`config.mk`:
```
export PLATFORM = sky130hd
export DESIGN_NAME = rf_access_arbiter
export DESIGN_NICKNAME = d
export VERILOG_FILES = /design/src/rtl/rf_access_arbiter.sv
export SDC_FILE = /design/constraint.sdc
export NUM_CORES = 1
export LEC_CHECK = 0
export CAP_MARGIN = 20
export CORE_AREA = 2 2 126 128
export DETAILED_ROUTE_END_ITERATION = 16
export DIE_AREA = 0 0 128 130
export SYNTH_ARGS = -nofsm -noshare
export SYNTH_HDL_FRONTEND = slang
export SYNTH_SLANG_ARGS = --single-unit
```
`constraint.sdc`:
```
create_clock -name clk -period 5.5 [get_ports clk]
set_input_delay 0.825 -clock clk [delete_from_list [all_inputs] [get_ports clk]]
set_output_delay 0.825 -clock clk [all_outputs]
set_load 0.01 [all_outputs]
```
`src/rtl/rf_access_arbiter.sv`:
```
// Register-file port owner: zero-fills the file after reset, then round-robin arbitrates
// read and write requesters with same-cycle write-to-read forwarding on the response.
module rf_access_arbiter #(
  parameter int unsigned WIDTH      = 32,
  parameter int unsigned ADDR_WIDTH = 9,
  parameter int unsigned NRD        = 2,
  parameter int unsigned NWR        = 2
) (
  input  logic                      clk,
  input  logic                      reset,
  input  logic [NRD-1:0]            rd_req,
  input  logic [NRD*ADDR_WIDTH-1:0] rd_addr1,
  input  logic [NRD*ADDR_WIDTH-1:0] rd_addr2,
  output logic [NRD-1:0]            rd_gnt,
  output logic                      rsp_valid,
  output logic [2:0]                rsp_id,
  output logic [WIDTH-1:0]          rsp_data1,
  output logic [WIDTH-1:0]          rsp_data2,
  input  logic [NWR-1:0]            wr_req,
  input  logic [NWR*ADDR_WIDTH-1:0] wr_addr,
  input  logic [NWR*WIDTH-1:0]      wr_data,
  output logic [NWR-1:0]            wr_gnt,
  output logic                      init_done,
  output logic [ADDR_WIDTH-1:0]     rf_addr_rd1,
  output logic [ADDR_WIDTH-1:0]     rf_addr_rd2,
  output logic [ADDR_WIDTH-1:0]     rf_addr_wr,
  output logic                      rf_wr_enable,
  output logic [WIDTH-1:0]          rf_wr,
  input  logic [WIDTH-1:0]          rf_rd1,
  input  logic [WIDTH-1:0]          rf_rd2
);

  typedef enum logic [0:0] {StInit, StRun} state_e;

  state_e                  state_q, state_d;
  logic [ADDR_WIDTH-1:0]   cnt_q, cnt_d;
  logic                    init_done_q, init_done_d;
  logic [2:0]              rd_ptr_q, rd_ptr_d, wr_ptr_q, wr_ptr_d;
  logic                    rsp_valid_q, rsp_valid_d;
  logic [2:0]              rsp_id_q, rsp_id_d;
  logic                    fwd1_q, fwd1_d, fwd2_q, fwd2_d;
  logic [WIDTH-1:0]        fwd_data_q, fwd_data_d;

  logic [7:0]              rd_req_ext, wr_req_ext;
  logic                    rd_any, wr_any, rd_win, wr_win;
  logic [2:0]              rd_idx, wr_idx, rd_sel, wr_sel;
  logic [ADDR_WIDTH-1:0]   rd_a1, rd_a2, wr_a;
  logic [WIDTH-1:0]        wr_d;

  assign rd_req_ext = 8'(rd_req);
  assign wr_req_ext = 8'(wr_req);

  // Scan upward from pointer+1 so the last winner has lowest priority.
  always_comb begin
    rd_any = 1'b0;
    rd_idx = '0;
    rd_sel = '0;
    for (int unsigned k = 1; k <= NRD; k++) begin
      rd_sel = 3'((32'(rd_ptr_q) + k) % NRD);
      if (!rd_any && rd_req_ext[rd_sel]) begin
        rd_any = 1'b1;
        rd_idx = rd_sel;
      end
    end
  end

  always_comb begin
    wr_any = 1'b0;
    wr_idx = '0;
    wr_sel = '0;
    for (int unsigned k = 1; k <= NWR; k++) begin
      wr_sel = 3'((32'(wr_ptr_q) + k) % NWR);
      if (!wr_any && wr_req_ext[wr_sel]) begin
        wr_any = 1'b1;
        wr_idx = wr_sel;
      end
    end
  end

  assign rd_win = (state_q == StRun) && rd_any;
  assign wr_win = (state_q == StRun) && wr_any;
  assign rd_gnt = rd_win ? (NRD'(1'b1) << rd_idx) : '0;
  assign wr_gnt = wr_win ? (NWR'(1'b1) << wr_idx) : '0;

  assign rd_a1 = rd_addr1[32'(rd_idx) * ADDR_WIDTH +: ADDR_WIDTH];
  assign rd_a2 = rd_addr2[32'(rd_idx) * ADDR_WIDTH +: ADDR_WIDTH];
  assign wr_a  = wr_addr[32'(wr_idx) * ADDR_WIDTH +: ADDR_WIDTH];
  assign wr_d  = wr_data[32'(wr_idx) * WIDTH +: WIDTH];

  // Reset gates the port controls directly so nothing is written while reset is held.
  always_comb begin
    rf_wr_enable = 1'b0;
    rf_addr_wr   = '0;
    rf_wr        = '0;
    rf_addr_rd1  = '0;
    rf_addr_rd2  = '0;
    if (!reset) begin
      if (state_q == StInit) begin
        rf_wr_enable = 1'b1;
        rf_addr_wr   = cnt_q;
      end else begin
        if (rd_win) begin
          rf_addr_rd1 = rd_a1;
          rf_addr_rd2 = rd_a2;
        end
        if (wr_win) begin
          rf_wr_enable = 1'b1;
          rf_addr_wr   = wr_a;
          rf_wr        = wr_d;
        end
      end
    end
  end

  always_comb begin
    state_d     = state_q;
    cnt_d       = cnt_q;
    init_done_d = init_done_q;
    rd_ptr_d    = rd_win ? rd_idx : rd_ptr_q;
    wr_ptr_d    = wr_win ? wr_idx : wr_ptr_q;
    rsp_valid_d = rd_win;
    rsp_id_d    = rd_win ? rd_idx : rsp_id_q;
    fwd1_d      = rd_win && wr_win && (wr_a == rd_a1);
    fwd2_d      = rd_win && wr_win && (wr_a == rd_a2);
    fwd_data_d  = wr_win ? wr_d : fwd_data_q;
    if (state_q == StInit) begin
      cnt_d = cnt_q + 1'b1;
      if (cnt_q == '1) begin
        state_d     = StRun;
        init_done_d = 1'b1;
      end
    end
  end

  always_ff @(posedge clk or posedge reset) begin
    if (reset) begin
      state_q     <= StInit;
      cnt_q       <= '0;
      init_done_q <= 1'b0;
      rd_ptr_q    <= 3'(NRD - 1);
      wr_ptr_q    <= 3'(NWR - 1);
      rsp_valid_q <= 1'b0;
      rsp_id_q    <= '0;
      fwd1_q      <= 1'b0;
      fwd2_q      <= 1'b0;
      fwd_data_q  <= '0;
    end else begin
      state_q     <= state_d;
      cnt_q       <= cnt_d;
      init_done_q <= init_done_d;
      rd_ptr_q    <= rd_ptr_d;
      wr_ptr_q    <= wr_ptr_d;
      rsp_valid_q <= rsp_valid_d;
      rsp_id_q    <= rsp_id_d;
      fwd1_q      <= fwd1_d;
      fwd2_q      <= fwd2_d;
      fwd_data_q  <= fwd_data_d;
    end
  end

  assign init_done = init_done_q;
  assign rsp_valid = rsp_valid_q;
  assign rsp_id    = rsp_id_q;
  assign rsp_data1 = fwd1_q ? fwd_data_q : rf_rd1;
  assign rsp_data2 = fwd2_q ? fwd_data_q : rf_rd2;

endmodule

```
== Word-level counts from Yosys, hierarchy flattened ==
Index checks and enable logic that the tools add are counted.
Storage, ports and cells
  register bits: 49
Cells by class
  reduce and logical (&&, ||, !) cells: 10
  order comparisons: 4
  muxes and demuxes: 37
  shifts and indexed selects: 6
  multiply operators: 2
  add/sub/neg operators: 5
  eq/ne operators: 3
  bitwise gates (word level): 1
Operators with widths (number)
  $mux W32: 5
  $mux W9: 9
  $shiftx A64 B9 Y32: 1
  $shiftx A18 B8 Y9: 2
  $mux W1: 21
  $eq A9 B9 Y1: 2
  $shiftx A18 B6 Y9: 1
  $lt A1 B4 Y1 const B: 4
  $add A9 B1 Y9 const B: 1
  $eq A9 B9 Y1 const B: 1
  $logic_and A1 B1 Y1: 7
  $mul A3 B4 Y7 const B: 1
  $mul A1 B4 Y5 const B: 1
  $add A1 B1 Y1 const B: 4
  $mux W2: 2
  $shl A1 B3 Y2 const A: 1
  $logic_not A1 Y1: 2
  $reduce_and A2 Y1: 1
  $shl A1 B1 Y2 const A: 1
  $not A1 Y1: 1

== Longest topological paths before layout ==
  depth in word-level cells: 12
  gate-level depth with buffers: 7

== Worst setup path before layout ==
Ideal clock, no wire load.
  kind: input-to-output
  start point: input port reset
  end point: output port rf_wr[10]
  data arrival time: 2.807 ns
  stages on the path: 5
  setup slack: 1.868 ns
  path through: clkbuf_1 inv_1 nand2_1 clkbuf_1 nor2_1
On the way
  longest elaborated chain between the ends: 1
Ends and longest elaborated chain
  start, declared: RTL line 10  | input logic reset,
  $mux W32: RTL line 97  | if (!reset) begin
  end, declared: RTL line 28  | output logic [WIDTH-1:0] rf_wr,
Every way passes these cells.

== Worst setup path in the final report ==
  start point: input port wr_req[1]
  end point: output port rf_wr[8]
On the way
  longest elaborated chain between the ends: 10
  elaborated cells on any way between the ends: 15
Ends and longest elaborated chain
  start, declared: RTL line 19  | input logic [NWR-1:0] wr_req,
  $mux W1 (implied by the code) (2 in series): RTL line 73  | if (!wr_any && wr_req_ext[wr_sel]) begin
  $mux W1: RTL line 73
  $logic_not A1 Y1: RTL line 73
  $logic_and A1 B1 Y1: RTL line 73
  $mux W1: RTL line 73
  $shiftx A64 B9 Y32 or $logic_and A1 B1 Y1 (tied branches): RTL line 88, 81
  $mux W32 (*): RTL line 106  | if (wr_win) begin
  $mux W32 (*): RTL line 98  | if (state_q == StInit) begin
  $mux W32 (*): RTL line 97
Mark *: on every way between the ends. The rest lies on a longest branch, timed or not. The select of a mux whose other input is x is not followed.

==> out/metrics.yaml <==
clocking:
  postCtsHoldBufs: 0
  clk_path_buf_depth: 2
  cts_tree: "done"
  htreeDepth: 2
  cts_resized: 0
  cts_setup_buffers: 0
  cts.clk_slew.worst_paths_ns: 0.07
  cts_made_buffers: 5
  clock_latency_ns: 0.29
  clock_sinks: 49
  cts_root_buffer: "clkbuf_16"
power:
  p_sw_frac: 0.2183
  clkPwrFrac: 0.380
  power_density_nw_per_um2: 145.5
  ir_drop_uv: 154.9
  switchingPower_mw: 0.2288
  p_leak_nw: 2.944
  pwr-share-comb: 0.277
  seqPwrFrac: 0.344
  p_int_mw: 0.8194
sta:
  min_period_over_period: 0.7996
  worst_slack_ns: 1.102
  fmax_mhz: 227.4
  finalHoldViolCount: 0
  setup_violations: 0
  holdWs_ns: 0.4734
  slew_headroom: 0.3185
  rsz0062_at_grt: "no"
  drv_slew: 0
  worst_pin_slew_ns: 1.020
  clock_skew_ns: 0.005132
  period_needed_ns: 4.398
  setup-tns-final_ns: 0
floorplanning:
  initial_core_util: 0.2370
  rows: 46
  die_w_um: 128
  pin_count: 321
  die_h_um: 130
  coreArea_um2: 15420
  die_area_um2: 16640
yosys:
  syn_area_um2: 3656
  yosysSeqAreaShare: 0.3361
  synth_cell_types: 35
  synth_cells: 415
  synth_warnings: 0
  ys_async_sr_fraction: 1.000
  synth_flop_cell: "dfrtp_1"
  synth_edf_count: 0
  yosys_register_bits: 49
  syn_avg_cell_area_um2: 8.810
finish:
  largest_reg_flops: 32
  biggestRegsByFlops: "fwd_data_q x32, cnt_q x9"
  fill_cells: 1475
  max_flop_register: "fwd_data_q"
  drive_gt1_frac: 0.1295
  final_cell_area_um2: 7206
  multi_input_comb_area_um2: 2293
  area_growth_pct: 97.09
  final_util: 0.4671
  nNetsFinal: 907
  seq_area_um2: 1229
worst_setup_path:
  max_stage_delay_ns: 0.66
  path_cells: "clkdlybuf4s50_1, a21boi_2, buf_4, and2_2, a22oi_1, nor2_1, clkdlybuf4s50_1"
  crit_required_ns: 4.68
  cp.arrival_ns: 3.57
  end_kind: "primary output"
  crit_fanout: 34
  crit_path_start_kind: "primary input"
  critical_path_buf_inv_count: 3
  crit_path_top_delay_cell: "and2_2"
  critPathMostFrequentCell: "clkdlybuf4s50_1"
  path_delay_family: "buffers and inverters"
  worstSetupPathType: "in -> out"
hold_path:
  hold_path_class: "reg -> reg"
placement:
  port_buffers: 318
  place_area_um2: 7013
  dp_hpwl_um: 13200
  dp_slack_ns: 1.072
  routabilityCongestion: 0.8311
global_routing:
  antenna_found_initial: 1
  grt_pass1_vias: 4471
  grt_usage: 0.1847
  grt_pass1_wl_um: 24170
  grt_max_degree: 50
  overflow: 0
route:
  drc_errors: 0
  ant_nets: 0
  vias: 4241
  drt_iter0_markers: 190
  firstDrtPassIters: 5
  routed_wl_um: 16380
  routedWlPerCell_um: 17.98
  via_per_inst: 4.655
status:
  run_status: "complete, no violations"
run:
  maxCapViolCount: 0
[through the flow]
stage               total power, mW  std cells
floorplan                    0.4586        416
CTS                           1.064        910
detailed placement           0.6593        902
global placement             0.6581        902
global route                  1.092        910
finish                        1.048        911
[final cells by class]
cell class / instances / share of cell area
timing repair buffer: 325 / 0.4490
multi-input combinational: 332 / 0.3183
sequential: 49 / 0.1705
tap: 192 / 0.03334
clock buffer: 5 / 0.01736
clock inverter: 3 / 0.009029
inverter: 4 / 0.002084
antenna: 1 / 0.0003473
[logic make-up after synthesis]
group	synth area share
multiplexers	0.2782
AO/OA/AOI/OAI	0.09924
buffers and inverters	0.04380
flip-flops	0.3361
AND/OR/NAND/NOR	0.1749
other	0.001026
adder cells (fa/ha/maj)	0.006844
XOR/XNOR	0.05989
[path summary, 6_finish.rpt]
check	startpoint	end	slack, ns	cells past startpoint
setup / recovery	wr_req[1]	rf_wr[8]	1.10	7
max in group asynchronous	reset	fwd_data_q[2]	3.72	3
setup reg to reg	rd_ptr_q[0]	fwd1_q	3.30	6
hold / removal	init_done	init_done	0.47	1
hold reg to reg	init_done	init_done	0.47	1
min in group asynchronous	reset	rsp_valid	1.32	3
[synth_stat cells, types with 2 or more instances]
master	number	area share
mux2i_1	26	0.071
clkbuf_1	15	0.015
a22oi_1	32	0.066
inv_1	3	0.0031
nand4_1	4	0.0068
nor2_1	73	0.075
dfstp_2	2	0.014
a21oi_1	9	0.012
xnor2_1	21	0.050
ha_1	2	0.0068
dfrtp_1	47	0.32
o21ai_0	2	0.0027
a21o_1	4	0.0082
a21boi_2	2	0.0062
nand3_1	4	0.0055
xor2_1	4	0.0096
buf_1	6	0.0062
nand2_1	70	0.072
buf_4	4	0.0082
buf_2	5	0.0068
mux2_2	66	0.20
[power groups by stage]
stage / logic (mW) / registers (mW) / clock network [mW]
after floorplan: 0.0914 / 0.367 / 0
after global placement: 0.291 / 0.367 / 0
after detailed placement: 0.292 / 0.367 / 0
after CTS: 0.294 / 0.360 / 0.410
after global routing: 0.310 / 0.360 / 0.422
final: 0.290 / 0.360 / 0.398
[placed cells by master, fill, tap and decap left out, types with 4 or more instances in the layout]
| cell | instances |
|---|---|
| buf_4 | 7 |
| nand4_1 | 4 |
| mux2_2 | 66 |
| clkdlybuf4s50_1 | 318 |
| a22oi_1 | 32 |
| nand3_1 | 4 |
| xor2_1 | 4 |
| nand2_1 | 70 |
| a21o_1 | 4 |
| dfrtp_1 | 47 |
| mux2i_1 | 26 |
| xnor2_1 | 21 |
| clkbuf_16 | 5 |
| nor2_1 | 73 |
| a21oi_1 | 8 |
[metal layers]
layer | track usage | share of wire | vias up
met1 | 0.2127 | 0.39 | 1979
met3 | 0.04838 | 0.078 | 22
met2 | 0.3366 | 0.51 | 216
li1 | - | - | 2024
met5 | 0 | 0 | -
met4 | 0.05624 | 0.025 | 0
Power figures use the tool's default switching activity.
